<file path="config.mk">
export PLATFORM = sky130hd
export DESIGN_NAME = multiplier
export DESIGN_NICKNAME = d
export VERILOG_FILES = /design/src/rtl/multiplier.sv
export SDC_FILE = /design/constraint.sdc
export NUM_CORES = 1
export LEC_CHECK = 0
export CAP_MARGIN = 40
export CORE_MARGIN = 8
export CORE_UTILIZATION = 26
export DETAILED_ROUTE_END_ITERATION = 6
export PLACE_DENSITY = 0.44
export SYNTH_ARGS = -nofsm -noshare
export SYNTH_HDL_FRONTEND = slang
export SYNTH_SLANG_ARGS = --single-unit
</file>
<file path="constraint.sdc">
create_clock -name clk -period 2.75 [get_ports clk]
set_input_delay 0.275 -clock clk [delete_from_list [all_inputs] [get_ports clk]]
set_output_delay 0.275 -clock clk [all_outputs]
set_load 0.01 [all_outputs]
</file>
<file path="src/rtl/multiplier.sv">
// multiplier: sequential unsigned shift-and-add multiplier, one multiplier bit per clock
module multiplier #(
  parameter int WIDTH = 4
) (
  input  logic               clk,
  input  logic               rst,
  input  logic               start,
  input  logic [WIDTH-1:0]   a,
  input  logic [WIDTH-1:0]   b,
  output logic [2*WIDTH-1:0] y,
  output logic               busy,
  output logic               done
);
  localparam int CW = $clog2(WIDTH) + 1;
  typedef enum logic {IDLE, RUN} state_t;
  state_t state, state_next;
  logic [2*WIDTH-1:0] mcand, acc, acc_next;
  logic [WIDTH-1:0]   mplier;
  logic [CW-1:0]      cnt;
  logic               last;
  assign last     = cnt == CW'(WIDTH - 1);
  assign acc_next = acc + (mplier[0] ? mcand : '0);
  always_ff @(posedge clk)
    state <= rst ? IDLE : state_next;
  always_comb
    state_next = (state == IDLE && start) ? RUN :
                 (state == RUN && last)   ? IDLE : state;
  always_comb
    busy = state == RUN;
  always_ff @(posedge clk) begin
    if (rst) begin
      mcand  <= '0;
      mplier <= '0;
      acc    <= '0;
      cnt    <= '0;
      y      <= '0;
      done   <= 1'b0;
    end else if (state == IDLE) begin
      done <= 1'b0;
      if (start) begin
        mcand  <= {{WIDTH{1'b0}}, a};
        mplier <= b;
        acc    <= '0;
        cnt    <= '0;
      end
    end else begin
      acc    <= acc_next;
      mcand  <= mcand << 1;
      mplier <= mplier >> 1;
      cnt    <= cnt + 1'b1;
      done   <= last;
      if (last) y <= acc_next;
    end
  end
endmodule

</file>
[After elaboration in Yosys (flattened, before gate mapping)]
Index checks and enable logic that the tools add are counted.
Operators by class
  reduce and logical (&&, ||, !) cells: 7
  bitwise gates (word level): 1
  add/sub/neg operators: 2
  equal/unequal tests: 1
  mux-type cells: 11
Operators with widths (count)
  $mux W8: 5
  $mux W3: 4
  $add A8 B8 Y8: 1
  $reduce_bool A2 Y1: 2
  $reduce_or A2 Y1: 2
  $add A3 B1 Y3 const B: 1
  $eq A3 B2 Y1 const B: 1
  $logic_and A1 B1 Y1: 2
  $mux W1: 2
  $reduce_and A2 Y1: 1
  $not A1 Y1: 1
Storage, ports and cells
  logic and storage cells: 31
  register bits after elaboration: 33

[Logic depth before layout (Yosys ltp)]
Gate-level depths: netlist (run 1).
  word-level depth: 4
  gate-level depth with buffers: 8
  gate-level depth less buffers: 8

[Worst setup path after synthesis (run 1)]
OpenSTA, ideal clock, no wires.
  path type: flip-flop to flip-flop
  start point: register mplier[0]
  end point: register acc[6]
  buffers on the path: 0
  required time: 2632 ps
  clock period less this slack: 2027 ps
  stages on the path, launching flop included: 9
  library setup time: 118 ps
  slack: 723 ps
  arrival time: 1909 ps
  cells stage by stage: dfxtp_1 and2_1 ha_1 fa_1 a21o_1 a211o_1 a21oi_2 xor2_1 o21ai_1
On the way
  longest elaborated chain between the ends: 3
Ends and longest elaborated chain
  start: declaration: line 18  | logic [WIDTH-1:0] mplier;
  start signal: assignment: line 49  | mplier <= mplier >> 1;
  $mux W8: line 22  | assign acc_next = acc + (mplier[0] ? mcand : '0);
  $add A8 B8 Y8: line 22
  $mux W8: line 38  | end else if (state == IDLE) begin
  end signal: assignment: line 47  | acc <= acc_next;
  end: declaration: line 17  | logic [2*WIDTH-1:0] mcand, acc, acc_next;
No other way between the ends.
A chain may end at the register's enable or synchronous reset.

[Worst setup path after layout (run 1)]
Ends and elaborated chain as after synthesis.

==> flow_summary.toml, run 1 <==
[final_layout]
multi_input_area_sq_um = 885
fin_nets = 228
final_common_cell = "dfxtp_1"
register_area_sq_um = 661
finalNonFillerCells = 282
layout.cells.most_common_list = "dfxtp_1, nor2_1, a21oi_1"
fillers = 633
num_antenna_cells = 0
syn_to_final_growth_pct = 23.1
drive_gt1_share_pct = 6.28

[sta]
slew_headroom_pct = 66.5
period_needed_ns = 2.17
period_share_pct = 78.9
fin_setup_tns_ns = 0
fin_skew_ns = 0.00593
slew_viol_final = 0
worst_slew_pin_slew_ns = 0.501
fmax_mhz = 461
layout_setup_ws_ns = 0.581
rsz0062_at_grt = "false"
finalHoldViolCount = 0
setup_viol = 0

[job]
maxCapViolCount = 0

[grt]
grt_pass1_vias = 1255
gr-total-overflow = 0
grt_pass1_wl_microns = 6100
grt_max_degree = 33
antenna_found_initial = 0
track_usage_pct = 8.69

[logic_synthesis]
synth.ff_latch_count = 33
synth-warning-count = 0
ys.flop_type = "dfxtp_1"
synthCells = 186
synth_cell_types = 32
synth_largest_area_cell = "dfxtp_1"
syn_nets = 207
synth_area_sq_um = 1600
yosys-top-cells-area = "dfxtp_1, ha_1, a21oi_1"
ys_async_sr_fraction_pct = 0
syn_avg_cell_area_sq_um = 8.60
synth_edf_count = 0
netlist.area_leader.share_pct = 41.3
yosysSeqAreaShare_pct = 41.3

[die]
rows = 28
dieArea_sq_um = 8920
floorplan.initialDensity_pct = 27.0
die_y_microns = 94.5
ios = 21
die_w_microns = 94.5
fp.coreArea_sq_um = 5920

[clock_tree]
ctsResizeCount = 0
htreeDepth = 2
clk_path_buf_depth = 2
path_clk_slew_ns = 0.07
cts_tree = "done"
hold_buffers = 0
cts_buffers = 5
postCtsSetupRepairBufs = 0
root_buffer = "clkbuf_8"
clock_latency_ns = 0.28
cts_sinks = 33

[detailed_routing]
viasPerCell = 4.68
detail-route-antenna-nets = 0
wl_per_cell_microns = 12.7
drcViolationCount = 0
dr.pass1.iters = 4
dr_total_vias = 1319
drt_iter0_drc = 77
wirelength_microns = 3600

[place]
dp_cells = 275
place_ws_ns = 0.592
hpwlAfterDp_microns = 2560
gp_congestion = 0.747
io_buffers = 20

[worst_setup_path]
critPathLaunchType = "register"
crit_arrival_ns = 2.34
required_ns = 2.92
cp-end-kind = "register"
r2r_cells = 8
cp_max_fo = 9
path_class = "register to register"

[power]
finalPower_uw = 946
ir_drop_uv = 161
leakage_uw = 0.000784
power_per_cell_area_nw_per_um2 = 480

[min_path]
holdPathStages = 2
hold_path.class = "register to register"

[outcome]
status = "finished, final reports clean"
==> cell usage after synthesis (all sizes together), types with 2 or more instances <==
library cell,number
dfxtp,33
nor2,27
a21oi,23
nand2,18
ha,9
mux2i,9
and2,8
buf,8
nor3,7
nor3b,6
o21ai,4
a22oi,3
clkbuf,3
nand3,3
xnor2,3
xor2,3
a21o,2
inv,2
nand4b,2
o21a,2
o311ai,2
o31a,2
==> registers in the layout, indices dropped and copies added (netlist names) <==
| register | count |
|---|---|
| cnt | 3 |
| acc | 8 |
| done | 1 |
| mcand | 8 |
| busy | 1 |
| y | 8 |
| mplier | 4 |
==> stage by stage <==
stage	instance area [sq um]	util (%)	hold WS [ns]
final	1970	33.3	0.453
after global routing	1970	33.3	0.486
after CTS	1970	33.3	0.457
after detailed placement	1880	31.8	0.448
after global placement	1880	31.8	0.443
after floorplan	1600	-	0.430
==> final timing paths <==
kind / startpoint / end / slack [ns]
worst min register to register: y[3] / y[3] / 0.45
worst min-delay path: y[3] / y[3] / 0.45
worst max register to register: mplier[0] / acc[6] / 0.58
worst max-delay path: mplier[0] / acc[6] / 0.58
==> area by class of cell <==
class                      instances  area share (%)
timing repair buffer              25            12.1
sequential                        33            33.5
multi-input combinational        140            44.9
clock buffer                       7            4.38
tap                               75            4.76
inverter                           2           0.381
==> where the power goes <==
part           internal [uW]  switching, uW  total (uW)
Combinational           36.1           42.3        78.4
Clock                    199            171         370
Sequential               488           9.14         497
Total                    723            223         946
==> critical path, stage by stage (launching register included) <==
cell	delay (ns)
dfxtp_1	0.37
and2_1	0.17
ha_1	0.21
fa_1	0.40
a21o_1	0.21
a211o_1	0.34
a21oi_2	0.14
xor2_1	0.15
o21ai_1	0.08
==> routing by layer <==
layer	wire length (microns)	up-vias	GRT usage, %
met5	0	-	0
met4	85	0	5.07
met3	197	7	2.14
met2	1430	26	12.5
met1	1880	593	11.5
li1	-	693	-
==> cells by family after synthesis <==
family | share of synthesized area (%)
and+or+nand+nor | 22.1
AOI/OAI and AO/OA | 15.9
DFF | 41.3
buffers and inverters | 3.44
adders and majority gates | 8.29
muxes | 5.63
xor gates and xnor gates | 3.28
No activity file was read; power rests on OpenSTA's default activity.
==> run 2, diff against run 1 <==
- PLACE_DENSITY: 0.44 -> 0.45
- clock period: 2.75 -> 1.83 ns (I/O delays scaled with it)
==> run 2 against run 1 <==
  * The flow now finishes with violations (setup timing)
  * Critical path depth is the same
  * Combinational power grew 79%
  * Count of clock-buffer cells in the layout grew 1
  * Clock skew grew 0.0038 ns
  * Utilization grew 3.6 points
  * Sequential share of layout area shrank 3.1 points
==> flow_summary.toml, run 2 (synthesis gave the netlist of run 1 again) <==
[die]
ios = 21
die_w_microns = 94.5
die_y_microns = 94.5
fp.coreArea_sq_um = 5920
dieArea_sq_um = 8920
rows = 28
floorplan.initialDensity_pct = 27.0

[min_path]
hold_path.class = "register to register"

[detailed_routing]
wl_per_cell_microns = 13.1
viasPerCell = 4.63
wirelength_microns = 3910
drcViolationCount = 0
dr.pass1.iters = 4
dr_total_vias = 1384
detail-route-antenna-nets = 0
drt_iter0_drc = 68

[sta]
period_needed_ns = 1.92
rsz0062_at_grt = "true"
worst_slew_pin_slew_ns = 0.446
layout_setup_ws_ns = -0.0878
slew_viol_final = 0
slew_headroom_pct = 70.2
fin_skew_ns = 0.00977
fmax_mhz = 521
period_share_pct = 105
finalHoldViolCount = 0
setup_viol = 1

[place]
io_buffers = 20
place_ws_ns = -0.125
gp_congestion = 0.741
hpwlAfterDp_microns = 2770

[grt]
grt_pass1_wl_microns = 6270
antenna_found_initial = 0
track_usage_pct = 8.92
grt_pass1_vias = 1317
grt_max_degree = 31
gr-total-overflow = 0

[final_layout]
reg_top3 = "acc: 8 flops, mcand: 8 flops, y: 8 flops"
drive_gt1_share_pct = 19.2
final_common_cell = "dfxtp_1"
fillers = 612
num_antenna_cells = 0
syn_to_final_growth_pct = 36.4
layout.cells.most_common_list = "dfxtp_1, nor2_1, clkdlybuf4s50_1"
fin_nets = 244

[clock_tree]
cts_tree = "done"
clk_path_buf_depth = 2
hold_buffers = 0
path_clk_slew_ns = 0.07
root_buffer = "clkbuf_8"
cts_buffers = 5
clock_latency_ns = 0.29
htreeDepth = 2
cts_sinks = 33

[worst_setup_path]
crit_arrival_ns = 2.10
cp_max_fo = 2
path_class = "register to register"
critPathLaunchType = "register"
required_ns = 2.01
cp-end-kind = "register"

[power]
finalPower_uw = 1410
ir_drop_uv = 240
power_per_cell_area_nw_per_um2 = 648
leakage_uw = 0.000867

[job]
maxCapViolCount = 0

[outcome]
violations = "setup timing"
status = "complete, but fails checks"
-- run 2: routing by layer --
| layer | up-vias | global-route usage (%) | share of wire (%) |
|---|---|---|---|
| met5 | - | 0 | 0 |
| met3 | 2 | 2.54 | 4.2 |
| li1 | 720 | - | - |
| met4 | 0 | 3.90 | 1.0 |
| met1 | 641 | 11.6 | 51 |
| met2 | 21 | 13.4 | 44 |
-- run 2: layout make-up --
class / count / area [sq um] / area share, %
well taps: 75 / 93.8 / 4.30
inverters: 2 / 7.51 / 0.344
multi-input cells: 140 / 972 / 44.6
clock buffers: 8 / 80.1 / 3.67
flip-flops and latches: 33 / 663 / 30.4
repair buffers: 41 / 365 / 16.7
-- run 2: metrics by stage --
stage / utilization, % / setup TNS, ns / area, sq um / cells / hold WS [ns]
after detailed placement: 33.6 / -0.255 / 1990 / 288 / 0.450
after global routing: 36.9 / -0.405 / 2180 / 299 / 0.478
final: 36.9 / -0.0878 / 2180 / 299 / 0.457
after global placement: 33.6 / -0.201 / 1990 / 288 / 0.443
after floorplan: - / -0.0848 / 1610 / 186 / 0.373
after CTS: 35.5 / -0.170 / 2100 / 297 / 0.459
-- run 2: path summary, 6_finish.rpt --
check            from  endpoint  slack (ns)  cells past startpoint
max          mcand[0]    acc[6]       -0.09                      8
min              y[0]      y[0]        0.46                      2
max reg2reg  mcand[0]    acc[6]       -0.09                      8
min reg2reg      y[0]      y[0]        0.46                      2
-- run 2: what timing repair did --
item,in CTS,in global routing
pin swaps,4,7
setup buffers,1,2
resized for setup,7,8
setup endpoints to repair,7,9
hold endpoints to repair,0,0
-- run 2: critical path, cell delays in order (launching register included) --
cell and delay, ns:
dfxtp_2 0.32, and2_4 0.16, ha_4 0.16, fa_2 0.34
a21o_1 0.17, a211o_1 0.30, a21oi_2 0.16, xor2_1 0.15
o21ai_1 0.07
-- run 2: report_power, final --
part           switching [uW]  internal, uW  leakage, uW
sequential               9.88           734     0.000268
clock                     260           270    0.0000395
combinational            72.0          68.0     0.000559
total                     342          1070     0.000867
==> patch, RTL diff (flow settings as in run 1) <==
`WIDTH`: 4 -> 8.
--- a/src/rtl/multiplier.sv
+++ b/src/rtl/multiplier.sv
@@ -2,3 +2,3 @@
 module multiplier #(
-  parameter int WIDTH = 4
+  parameter int WIDTH = 8
 ) (
Interface: changed (resized a, b and y); port bits go from 21 to 37. No check against the original RTL was run, so the function may have changed too.
==> patch against run 1 <==
Sequential share of layout area fell by 3.0 points. Total power rose by 140%. Worst setup slack got worse by 0.37 ns. Critical path type unchanged. Wire length rose by 120%. Count of clock-buffer cells in the layout rose by 3. Synthesized area rose by 100%. Clock skew barely moved. Design area rose by 110%. Sequential cell count rose by 29. Highest routed layer unchanged. Maximum frequency fell by 15%. Critical path depth rose by 1.
==> patch: results (changes against run 1) <==
status=complete, no violations; largest net degree at the start of global routing=43 (+30%); fillers=1,262 (+99%); biggest regs=acc x16, mcand x16, y x16; total global routing track utilization=10.2% (+1.5 points); Worst VDD drop=0.195 mV (+22%); Post-DP HPWL=5.86 mm (+130%); TritonCTS Buffers=9 (+4); Root Buffer=clkbuf_16; fraction of layout cells with a size suffix above 1=8.19% (+1.9 points); vias post-DR=2,680 (+100%); sequential fraction of the synthesis area=38.8% (-2.5 points); commonest cells in the netlist=dfxtp_1 (62), nor2_1 (59), a21oi_1 (36); Starting DRT DRC Count=98 (+27%); Post-synth EDFFs=0 (unchanged); synthesized area per cell=8.55 um2 (-0.57%); CTS max path bufs=2 (unchanged); initial antenna violation count=0 (unchanged); Area after DPL=3740 um2 (+99%); Slowest Stage Delay on Critical Path=0.34 ns (-0.06 ns); Syn Nets=410 (+98%); Least-Margin Pin Slew=0.468 ns (-0.0333 ns); Async SR Flop Fraction=0% (unchanged); Setup Skew=0.00553 ns (-0.000406 ns); placed cells=546 (+99%); clk_lat worst skew=0.32 ns (+0.04 ns); Synth warnings=0 (unchanged); Critical-path top delay cell=ha_1; first-pass GRT wire length=13.2 mm (+120%); Synth cell types=48 (+50%); Min-Delay Path Class=input pin to flop; nets@finish=446 (+96%); port bufs=36 (+80%); Leak=1.70 nW (+120%); worst-path fanout max=14 (+5); routability cong.=0.850 (+14%); H-Tree Depth=3 (+1); wire per inst=14.3 um (+12%); Area contributors post-synth=dfxtp_1 (39%), nor2_1 (6.9%), ha_1 (6.3%), a21oi_1 (5.6%), mux2i_1 (5.6%); Via density=4.77 (+2.0%)
## patch: cell count changes in the layout (fill, tap and decap cells not counted), moves of 9 or more
| cell | run 1 | this run |
|---|---|---|
| nor2_1 | 27 | 59 |
| clkbuf_16 | 0 | 9 |
| nand2_1 | 18 | 27 |
| clkdlybuf4s50_1 | 20 | 35 |
| mux2i_1 | 9 | 18 |
| a21o_1 | 2 | 11 |
| a21oi_1 | 21 | 36 |
| dfxtp_1 | 33 | 61 |
## patch: worst reg2reg max path: stages (launching register included)
cell and delay, ns:
dfxtp_1 0.32, buf_4 0.17, and2_1 0.16, ha_1 0.34, a21o_1 0.24, a31o_2 0.25
o21ai_0 0.34, a21o_1 0.23, nand2_1 0.08, a221o_1 0.30
## patch: area by class of cell
type | count | share of cell area, %
Clock buffer | 10 | 5.62
Tap cell | 147 | 4.51
Clock inverter | 6 | 2.12
Multi-Input combinational cell | 284 | 45.9
Timing Repair Buffer | 48 | 10.9
Inverter | 5 | 0.461
Sequential cell | 62 | 30.5
## patch: logic make-up (layout without fill, tap and decap cells)
group           after synthesis  count (layout)  synth area share, %
compound gates               91              91                 19.4
xor+xnor                     13              13                 3.56
fa+ha+maj                    17              17                 6.88
buf+inv                      28              69                 3.36
flops                        62              62                 38.8
mux                          18              18                 5.63
simple gates                145             145                 22.4
## patch: power by group
group / switching (mW) / internal, mW
Sequential: 0.0188 / 0.917
Clock: 0.403 / 0.791
Combinational: 0.0754 / 0.0629
Total: 0.497 / 1.77
## patch: repair_timing
action / 4_1_cts / 5_1_grt
resized for setup: 0 / 3
setup buffers: 0 / 0
endpoints found under the setup margin: 0 / 3
## patch: per-layer routing
metal	up-vias	global-route usage (%)	wire length, um
li1	1405	-	-
met1	1233	13.1	4130
met2	33	15.7	3520
met3	9	2.89	272
met4	0	4.41	119
met5	-	0	0
## patch: final timing paths
| kind | slack, ns | depth (start not counted) | startpoint | to |
|---|---|---|---|---|
| setup reg to reg | 0.21 | 9 | mplier[0] | acc[7] |
| hold / removal | 0.35 | 2 | rst | acc[0] |
| hold reg to reg | 0.45 | 2 | y[3] | y[3] |
| setup / recovery | 0.21 | 9 | mplier[0] | acc[7] |
## patch: through the flow
stage / worst slack [ns] / utilization [%] / hold slack (ns)
final: 0.213 / 33.9 / 0.354
after floorplan: 0.191 / - / 0.449
after global routing: 0.0112 / 33.9 / 0.374
after global placement: 0.242 / 31.1 / 0.447
after detailed placement: 0.209 / 31.1 / 0.447
after CTS: 0.190 / 33.8 / 0.354
